===== src/rtl/mc_datapath.sv =====
// Multi-cycle CPU datapath: register file, PC, instruction latch, MAR/MDR, ALU and
// flags, sequenced by a three-state FSM that takes one command per valid/ready handshake.
module mc_datapath #(
    parameter int XLEN   = 32,
    parameter int NREG   = 16,
    parameter int ADDR_W = 16
) (
    input  logic                    clk_i,
    input  logic                    rst_i,
    input  logic                    cmd_valid_i,
    output logic                    cmd_ready_o,
    input  logic [2:0]              cmd_op_i,
    input  logic [2:0]              alu_op_i,
    input  logic [$clog2(NREG)-1:0] rd_i,
    input  logic [$clog2(NREG)-1:0] rs1_i,
    input  logic [$clog2(NREG)-1:0] rs2_i,
    input  logic                    sel_b_imm_i,
    input  logic [XLEN-1:0]         imm_i,
    output logic                    mem_req_o,
    output logic                    mem_we_o,
    output logic [ADDR_W-1:0]       mem_addr_o,
    output logic [XLEN-1:0]         mem_wdata_o,
    input  logic [XLEN-1:0]         mem_rdata_i,
    input  logic                    mem_ready_i,
    output logic [ADDR_W-1:0]       pc_o,
    output logic [2:0]              alu_flag_o,
    output logic                    retire_o,
    input  logic [$clog2(NREG)-1:0] dbg_addr_i,
    output logic [XLEN-1:0]         dbg_data_o
);
    localparam int RW = $clog2(NREG);
    localparam int SW = $clog2(XLEN);

    localparam logic [2:0] OP_ALU   = 3'b000;
    localparam logic [2:0] OP_LOAD  = 3'b001;
    localparam logic [2:0] OP_STORE = 3'b010;
    localparam logic [2:0] OP_JMP   = 3'b011;
    localparam logic [2:0] OP_BRZ   = 3'b100;

    typedef enum logic [1:0] {IDLE, EXEC, MEM} state_t;

    state_t            state_q, state_d;
    logic [2:0]        cmdOp_q, aluOp_q;
    logic [RW-1:0]     rd_q, rs1_q, rs2_q;
    logic              selBImm_q;
    logic [XLEN-1:0]   imm_q;
    logic [ADDR_W-1:0] pc_q, pc_d, memAddr_q, memAddr_d;
    logic [XLEN-1:0]   memData_q, memData_d;
    logic [2:0]        flags_q, flags_d;
    logic [XLEN-1:0]   regs_q [NREG];

    logic              isMemOp, memDone, regWe, aluCarry;
    logic [XLEN-1:0]   regWdata, opA, opB, aluRes;

    assign isMemOp = (cmdOp_q == OP_LOAD) || (cmdOp_q == OP_STORE);
    assign memDone = (state_q == MEM) && mem_ready_i;
    assign opA     = regs_q[rs1_q];
    assign opB     = selBImm_q ? imm_q : regs_q[rs2_q];

    // Carry doubles as the SUB borrow; shifts only honour the low log2(XLEN) bits of B.
    always_comb begin
        aluRes   = '0;
        aluCarry = 1'b0;
        case (aluOp_q)
            3'b000:  {aluCarry, aluRes} = {1'b0, opA} + {1'b0, opB};
            3'b001:  begin
                aluRes   = opA - opB;
                aluCarry = opA < opB;
            end
            3'b010:  aluRes = opA & opB;
            3'b011:  aluRes = opA | opB;
            3'b100:  aluRes = opA ^ opB;
            3'b101:  aluRes = opA << opB[SW-1:0];
            3'b110:  aluRes = opA >> opB[SW-1:0];
            default: aluRes = opB;
        endcase
    end

    always_ff @(posedge clk_i) begin
        if (rst_i) state_q <= IDLE;
        else       state_q <= state_d;
    end

    always_comb begin
        state_d = state_q;
        case (state_q)
            IDLE:    if (cmd_valid_i) state_d = EXEC;
            EXEC:    state_d = isMemOp ? MEM : IDLE;
            MEM:     if (mem_ready_i) state_d = IDLE;
            default: state_d = IDLE;
        endcase
    end

    // Handshake and memory strobes are forced low for the whole time reset is held.
    always_comb begin
        cmd_ready_o = 1'b0;
        mem_req_o   = 1'b0;
        mem_we_o    = 1'b0;
        retire_o    = 1'b0;
        if (!rst_i) begin
            case (state_q)
                IDLE:    cmd_ready_o = 1'b1;
                EXEC:    retire_o = !isMemOp;
                MEM:     begin
                    mem_req_o = 1'b1;
                    mem_we_o  = (cmdOp_q == OP_STORE);
                    retire_o  = mem_ready_i;
                end
                default: ;
            endcase
        end
    end

    always_comb begin
        pc_d      = pc_q;
        flags_d   = flags_q;
        memAddr_d = memAddr_q;
        memData_d = memData_q;
        regWe     = 1'b0;
        regWdata  = aluRes;
        if (state_q == EXEC) begin
            case (cmdOp_q)
                OP_ALU:   begin
                    regWe   = 1'b1;
                    flags_d = {aluCarry, aluRes[XLEN-1], aluRes == '0};
                    pc_d    = pc_q + ADDR_W'(1);
                end
                OP_LOAD, OP_STORE: begin
                    memAddr_d = ADDR_W'(opA + imm_q);
                    memData_d = regs_q[rs2_q];
                end
                OP_JMP:   pc_d = imm_q[ADDR_W-1:0];
                OP_BRZ:   pc_d = flags_q[0] ? pc_q + imm_q[ADDR_W-1:0] : pc_q + ADDR_W'(1);
                default:  pc_d = pc_q + ADDR_W'(1);
            endcase
        end else if (memDone) begin
            pc_d     = pc_q + ADDR_W'(1);
            regWe    = (cmdOp_q == OP_LOAD);
            regWdata = mem_rdata_i;
        end
    end

    always_ff @(posedge clk_i) begin
        if (rst_i) begin
            pc_q      <= '0;
            flags_q   <= '0;
            memAddr_q <= '0;
            memData_q <= '0;
            cmdOp_q   <= '0;
            aluOp_q   <= '0;
            rd_q      <= '0;
            rs1_q     <= '0;
            rs2_q     <= '0;
            selBImm_q <= 1'b0;
            imm_q     <= '0;
        end else begin
            pc_q      <= pc_d;
            flags_q   <= flags_d;
            memAddr_q <= memAddr_d;
            memData_q <= memData_d;
            if (state_q == IDLE && cmd_valid_i) begin
                cmdOp_q   <= cmd_op_i;
                aluOp_q   <= alu_op_i;
                rd_q      <= rd_i;
                rs1_q     <= rs1_i;
                rs2_q     <= rs2_i;
                selBImm_q <= sel_b_imm_i;
                imm_q     <= imm_i;
            end
        end
    end

    // r0 is never written, so it stays at its reset value of zero.
    always_ff @(posedge clk_i) begin
        if (rst_i) begin
            for (int i = 0; i < NREG; i++) regs_q[i] <= '0;
        end else if (regWe && rd_q != '0) begin
            regs_q[rd_q] <= regWdata;
        end
    end

    assign dbg_data_o  = (dbg_addr_i == '0) ? '0 : regs_q[dbg_addr_i];
    assign mem_addr_o  = memAddr_q;
    assign mem_wdata_o = memData_q;
    assign pc_o        = pc_q;
    assign alu_flag_o  = flags_q;

endmodule


===== config.mk =====
export PLATFORM = sky130hd
export DESIGN_NAME = mc_datapath
export DESIGN_NICKNAME = d
export VERILOG_FILES = /design/src/rtl/mc_datapath.sv
export SDC_FILE = /design/constraint.sdc
export NUM_CORES = 2
export LEC_CHECK = 0
export CAP_MARGIN = 20
export CORE_ASPECT_RATIO = 0.9
export CORE_UTILIZATION = 35
export CTS_CLUSTER_DIAMETER = 150
export CTS_CLUSTER_SIZE = 30
export DETAILED_ROUTE_END_ITERATION = 8
export PLACE_DENSITY = 0.5
export SLEW_MARGIN = 30
export SYNTH_ARGS = -nofsm -noshare
export SYNTH_HDL_FRONTEND = slang
export SYNTH_SLANG_ARGS = --single-unit

===== constraint.sdc =====
create_clock -name clk_i -period 12.12 [get_ports clk_i]
set_clock_uncertainty 0.15 [all_clocks]
set_input_delay 2.424 -clock clk_i [delete_from_list [all_inputs] [get_ports clk_i]]
set_output_delay 2.424 -clock clk_i [all_outputs]
set_load 0.02 [all_outputs]

=== Word level (Yosys, flattened, before mapping) ===
Memory sizes are Yosys's and may differ from the RTL's. A register that Yosys moved wholly into a read port is not among the register bits.
Cells that the tools add are included.
W data, S select, Z words.

* Add/sub/neg operators: 5
* Magnitude comparators: 1
* Equality and inequality tests: 15
* Shifts and indexed selects: 2
* Muxes and demuxes: 37
* Bitwise gates (word level): 3
* Reduce and logical (&&, ||, !) cells: 18

{| class="wikitable"
|+ Operator list
! operator !! number
|-
| $pmux W32 S7 || 1
|-
| $mux W32 || 5
|-
| $mux W16 || 3
|-
| $pmux W16 S3 || 1
|-
| $add A32 B32 Y33 || 1
|-
| $add A16 B16 Y16 || 2
|-
| $and A32 B32 Y32 || 1
|-
| $logic_not A32 Y1 || 1
|-
| $lt A32 B32 Y1 || 1
|-
| $or A32 B32 Y32 || 1
|-
| $reduce_or A32 Y1 || 1
|-
| $shl A32 B5 Y32 || 1
|-
| $shr A32 B5 Y32 || 1
|-
| $sub A32 B32 Y32 || 1
|-
| $xor A32 B32 Y32 || 1
|-
| $mux W4 || 5
|-
| $add A16 B1 Y16 const B || 1
|-
| $mux W1 || 16
|-
| $eq A3 B2 Y1 const B || 4
|-
| $eq A3 B3 Y1 const B || 4
|-
| $reduce_and A2 Y1 || 4
|-
| $eq A3 B1 Y1 const B || 2
|-
| $logic_not A3 Y1 || 2
|-
| $mux W2 || 3
|-
| other kinds (13) || 18
|}

* Flip-flop bits (word level): 120
* RAM bits: 512
* Output and inout bits: 103
* Logic and storage cells: 94
* Memories: 1

{| class="wikitable"
|+ Memories
! memory !! depth !! bits a word !! read ports !! clocked after memory_dff !! wr ports !! line !! source
|-
| regs_q || 16 || 32 || 3 || 2 || 16 || 50 || <nowiki>logic [XLEN-1:0] regs_q [NREG];</nowiki>
|}

=== Depth between registers and ports, before layout ===
* Depth in word-level cells: 10
* Gate-level depth with buffers: 28
* Depth with buffers taken out: 21

=== Worst setup path before layout ===
No wires, ideal clock.

* Path type: flip-flop to flip-flop
* Start: register (tool-made name)
* End: register flags_q[0] (netlist: alu_flag_o[0])
* Setup time: 59 ps
* Data arrival time: 7029 ps
* Required time: 11911 ps
* Path slack: 4882 ps
* Stages on the path, launching flop included: 24
* Buffers on the path: 5
* Cell sequence: dfxtp_1 -> buf_6 -> buf_4 -> buf_2 -> buf_1 -> buf_1 -> mux4_2 -> mux4_2 -> mux2i_1 -> ha_1 -> or4_1 -> or4_1 -> nor2_1 -> nor3_1 -> a32oi_1 -> a211oi_1 -> a21oi_1 -> a2bb2oi_1 -> or4b_1 -> a21oi_1 -> o2111ai_1 -> or4_1 -> or4_1 -> nand2_1

{| class="wikitable"
|+ RTL lines
! element !! line !! source
|-
| to (signal assigned) || 158 || <nowiki>flags_q <= flags_d;</nowiki>
|-
| to (decl) || 49 || <nowiki>logic [2:0] flags_q, flags_d;</nowiki>
|}

==> impl_metrics.sql <==
INSERT INTO impl_metrics (metric_group, metric, value, unit) VALUES
('outcome', 'status', 'finished clean', ''),
('timing', 'rsz0062_at_grt', 'false', ''),
('detailed_routing', 'dr.first_iter.drc_count', '5448', ''),
('grt', 'grt_util_all_layers', '0.2947', ''),
('job', 'maxCapViolCount', '0', ''),
('floorplan', 'dieHeight', '341.1', 'um'),
('timing', 'setup_tns_final', '0', 'ns'),
('synth', 'synthesis.yosys.warnings', '0', ''),
('synth', 'async_flop_share', '0', ''),
('clocking', 'ctsResizeCount', '0', ''),
('synth', 'number_of_register_bits_inferred_by_synthesis', '640', ''),
('detailed_routing', 'drt_pre_antenna_iters', '5', ''),
('placement', 'placed_cell_area', '0.04869', 'mm2'),
('detailed_routing', 'via_density', '6.352', ''),
('clocking', 'cts_hold_buffers', '0', ''),
('cells_and_area', 'n_fill_cell', '12390', ''),
('cells_and_area', 'layout.core_utilization', '0.3899', ''),
('floorplan', 'boundaryPins', '194', ''),
('placement', 'final_weighted_congestion_in_routability_driven_placement', '1.042', ''),
('placement', 'io_buffers', '193', ''),
('timing', 'worst-slew-pin-transition', '1.131', 'ns'),
('cells_and_area', 'final_area', '0.04948', 'mm2'),
('timing', 'drv_slew', '0', ''),
('worst_setup_path', 'critical_path_required_time', '12.62', 'ns'),
('timing', 'relSlewSlack', '0.2246', ''),
('worst_setup_path', 'crit_path_start_kind', 'flip-flop', ''),
('placement', 'numPlacedInstances', '5704', ''),
('placement', 'pre_cts_slack', '3.703', 'ns'),
('synth', 'edff_count_synth', '512', ''),
('grt', 'antenna_found_initial', '7', ''),
('worst_setup_path', 'worstPathMaxFanout', '54', ''),
('power', 'power_per_cell_area', '138.3', 'mW/mm2'),
('clocking', 'cts_max_path_buffers', '3', ''),
('synth', 'synth-seq-area-share', '0.4010', ''),
('clocking', 'cts_tree', 'done', ''),
('cells_and_area', 'antenna_cells', '0', ''),
('cells_and_area', 'drive_gt1_frac', '0.1827', ''),
('synth', 'synthesis.area', '0.04473', 'mm2'),
('floorplan', 'floorplan.die_area', '0.1292', 'mm2'),
('clocking', 'clock_sinks', '640', ''),
('floorplan', 'die_x', '378.8', 'um'),
('worst_setup_path', 'arrival', '9.09', 'ns'),
('detailed_routing', 'via_count', '36460', ''),
('power', 'report.power.total', '6.843', 'mW'),
('synth', 'yosys_most_used_dff', 'sky130_fd_sc_hd__edfxtp_1', ''),
('worst_setup_path', 'crit_path_max_incr_delay', '0.83', 'ns'),
('timing', 'maxClockFrequency', '116.3', 'MHz'),
('cells_and_area', 'layout.nets', '4257', ''),
('timing', 'setup_ws', '3.525', 'ns'),
('timing', 'post-route-period-util', '0.7092', ''),
('cells_and_area', 'layout_common_cells', 'sky130_fd_sc_hd__nor2_1 (627), sky130_fd_sc_hd__edfxtp_1 (512), sky130_fd_sc_hd__mux4_2 (471), sky130_fd_sc_hd__nand2_1 (340), sky130_fd_sc_hd__a21oi_1 (237)', ''),
('synth', 'synth_cell_types', '86', ''),
('power', 'largest_vdd_supply_drop', '115.8', 'uV'),
('worst_setup_path', 'crit_slowest_cell', 'sky130_fd_sc_hd__or4_1', ''),
('timing', 'period_needed', '8.595', 'ns'),
('clocking', 'clkSlewWorstSetupHoldPaths', '0.13', 'ns'),
('timing', 'hold_ws', '0.3057', 'ns'),
('clocking', 'cts_h_tree_depth', '1', ''),
('timing', 'final_hold_violation_count', '0', ''),
('detailed_routing', 'routedWlPerCell', '33.75', 'um'),
('clocking', 'cts.repair_timing.setup_buffer_count', '0', ''),
('floorplan', 'fp-row-count', '124', ''),
('detailed_routing', 'detail_route.drc_violations', '0', ''),
('floorplan', 'floorplan.core_area', '0.1269', 'mm2'),
('worst_setup_path', 'endpoint_kind', 'flip-flop', ''),
('clocking', 'clk_root_buffer_cell', 'sky130_fd_sc_hd__clkbuf_16', ''),
('worst_setup_path', 'path_cells', 'buf_4 -> buf_4 -> nand2b_1 -> o221ai_1 -> o221a_2 -> buf_4 -> inv_2 -> ha_1 -> inv_1 -> fa_1 -> nor2b_1 -> o31ai_1 -> a21boi_0 -> o21ai_0 -> a21o_1 -> a31oi_1 -> or3_1 -> a32oi_1 -> a32oi_1 -> nor3b_1 -> nand4_1 -> or4_1 -> or4_1 -> nand2_1', ''),
('clocking', 'clk_latency', '0.70', 'ns'),
('grt', 'grt_overflow', '0', ''),
('cells_and_area', 'areaGrowthSynthToFinish', '10.62', '%'),
('cells_and_area', 'fin_cells', '5740', '');
worst paths after layout:
path	endpoint	from	slack [ns]	depth (start not counted)
min reg2reg	flip-flop	rs2_q[2]	0.31	2
min	flip-flop	rs2_q[2]	0.31	2
max reg2reg	alu_flag_o[0]	flip-flop	3.52	24
max	alu_flag_o[0]	flip-flop	3.52	24
kinds of logic (layout without fill, tap and decap cells):
family	count (synthesis)	in the layout	share of synthesized area
buffers and inverters	479	486	0.04246
DFF	640	640	0.4010
muxes	654	654	0.2787
AOI/OAI and AO/OA	750	750	0.1058
and+or+nand+nor	1282	1282	0.1217
other	1	32	0.00008384
xor gates and xnor gates	60	60	0.01175
adders and majority gates	135	135	0.03843
layout make-up:
type / instances / area, um2 / share of cell area
multi-input cells: 2913 / 25180 / 0.5090
flip-flops and latches: 640 / 17960 / 0.3630
repair buffers: 324 / 2957 / 0.05975
well taps: 1701 / 2128 / 0.04301
clock buffers: 31 / 679.4 / 0.01373
inverters: 126 / 475.5 / 0.009609
clock inverters: 5 / 93.84 / 0.001897
per-layer routing:
metal / track usage / up-vias / part of all wire
met5: 0 / - / 0.00024
met4: 0.1079 / 6 / 0.043
met3: 0.06325 / 365 / 0.10
met2: 0.4479 / 2235 / 0.44
met1: 0.4128 / 18680 / 0.41
li1: - / 15180 / -
flip-flops by register name, summed over array words and instances, names as in the netlist, 2 cells and up, named ones only:
name	cells
state_q	2
imm_q	32
rd_q	4
rs2_q	4
mem_wdata_o	32
cmdOp_q	3
alu_flag_o	3
regs_q	512
mem_addr_o	16
pc_o	16
aluOp_q	3
rs1_q	4
worst max-delay path, delay by kind of cell (launching register included):
kind | cells | cell delay, ns
AND/OR/NAND/NOR | 8 | 3.04
AO/OA/AOI/OAI | 9 | 2.50
buffers and inverters | 5 | 1.71
adder cells (fa/ha/maj) | 2 | 0.71
flip-flops | 1 | 0.35
cell usage after synthesis, types with 13 or more instances:
library cell               instances
sky130_fd_sc_hd__nor2_1          629
sky130_fd_sc_hd__edfxtp_1        512
sky130_fd_sc_hd__mux4_2          471
sky130_fd_sc_hd__nand2_1         354
sky130_fd_sc_hd__a21oi_1         239
sky130_fd_sc_hd__clkbuf_1        235
sky130_fd_sc_hd__o21ai_0         171
sky130_fd_sc_hd__mux2i_1         163
sky130_fd_sc_hd__ha_1            131
sky130_fd_sc_hd__dfxtp_1         128
sky130_fd_sc_hd__inv_1           121
sky130_fd_sc_hd__nand3_1          78
sky130_fd_sc_hd__buf_1            66
sky130_fd_sc_hd__nor3_1           51
sky130_fd_sc_hd__nor2b_1          50
sky130_fd_sc_hd__buf_2            43
sky130_fd_sc_hd__xnor2_1          43
sky130_fd_sc_hd__o211ai_1         37
sky130_fd_sc_hd__a22oi_1          35
sky130_fd_sc_hd__a31oi_1          30
sky130_fd_sc_hd__nand2b_1         28
sky130_fd_sc_hd__a211oi_1         26
sky130_fd_sc_hd__and3_1           23
sky130_fd_sc_hd__a21o_1           20
sky130_fd_sc_hd__mux2_2           20
sky130_fd_sc_hd__o21bai_1         18
sky130_fd_sc_hd__xor2_1           17
sky130_fd_sc_hd__o31ai_1          16
sky130_fd_sc_hd__a32oi_1          14
sky130_fd_sc_hd__and2_1           14
sky130_fd_sc_hd__o22ai_1          14
sky130_fd_sc_hd__a221oi_1         13
where the power goes:
group          leakage, nW  internal, mW  total, mW  switching [mW]
combinational         10.4          1.02       3.11            2.09
sequential            6.32          2.46       2.56           0.101
clock                0.371         0.415       1.17           0.759
total                 17.1          3.89       6.84            2.95
No activity file was read; power rests on OpenSTA's default activity.
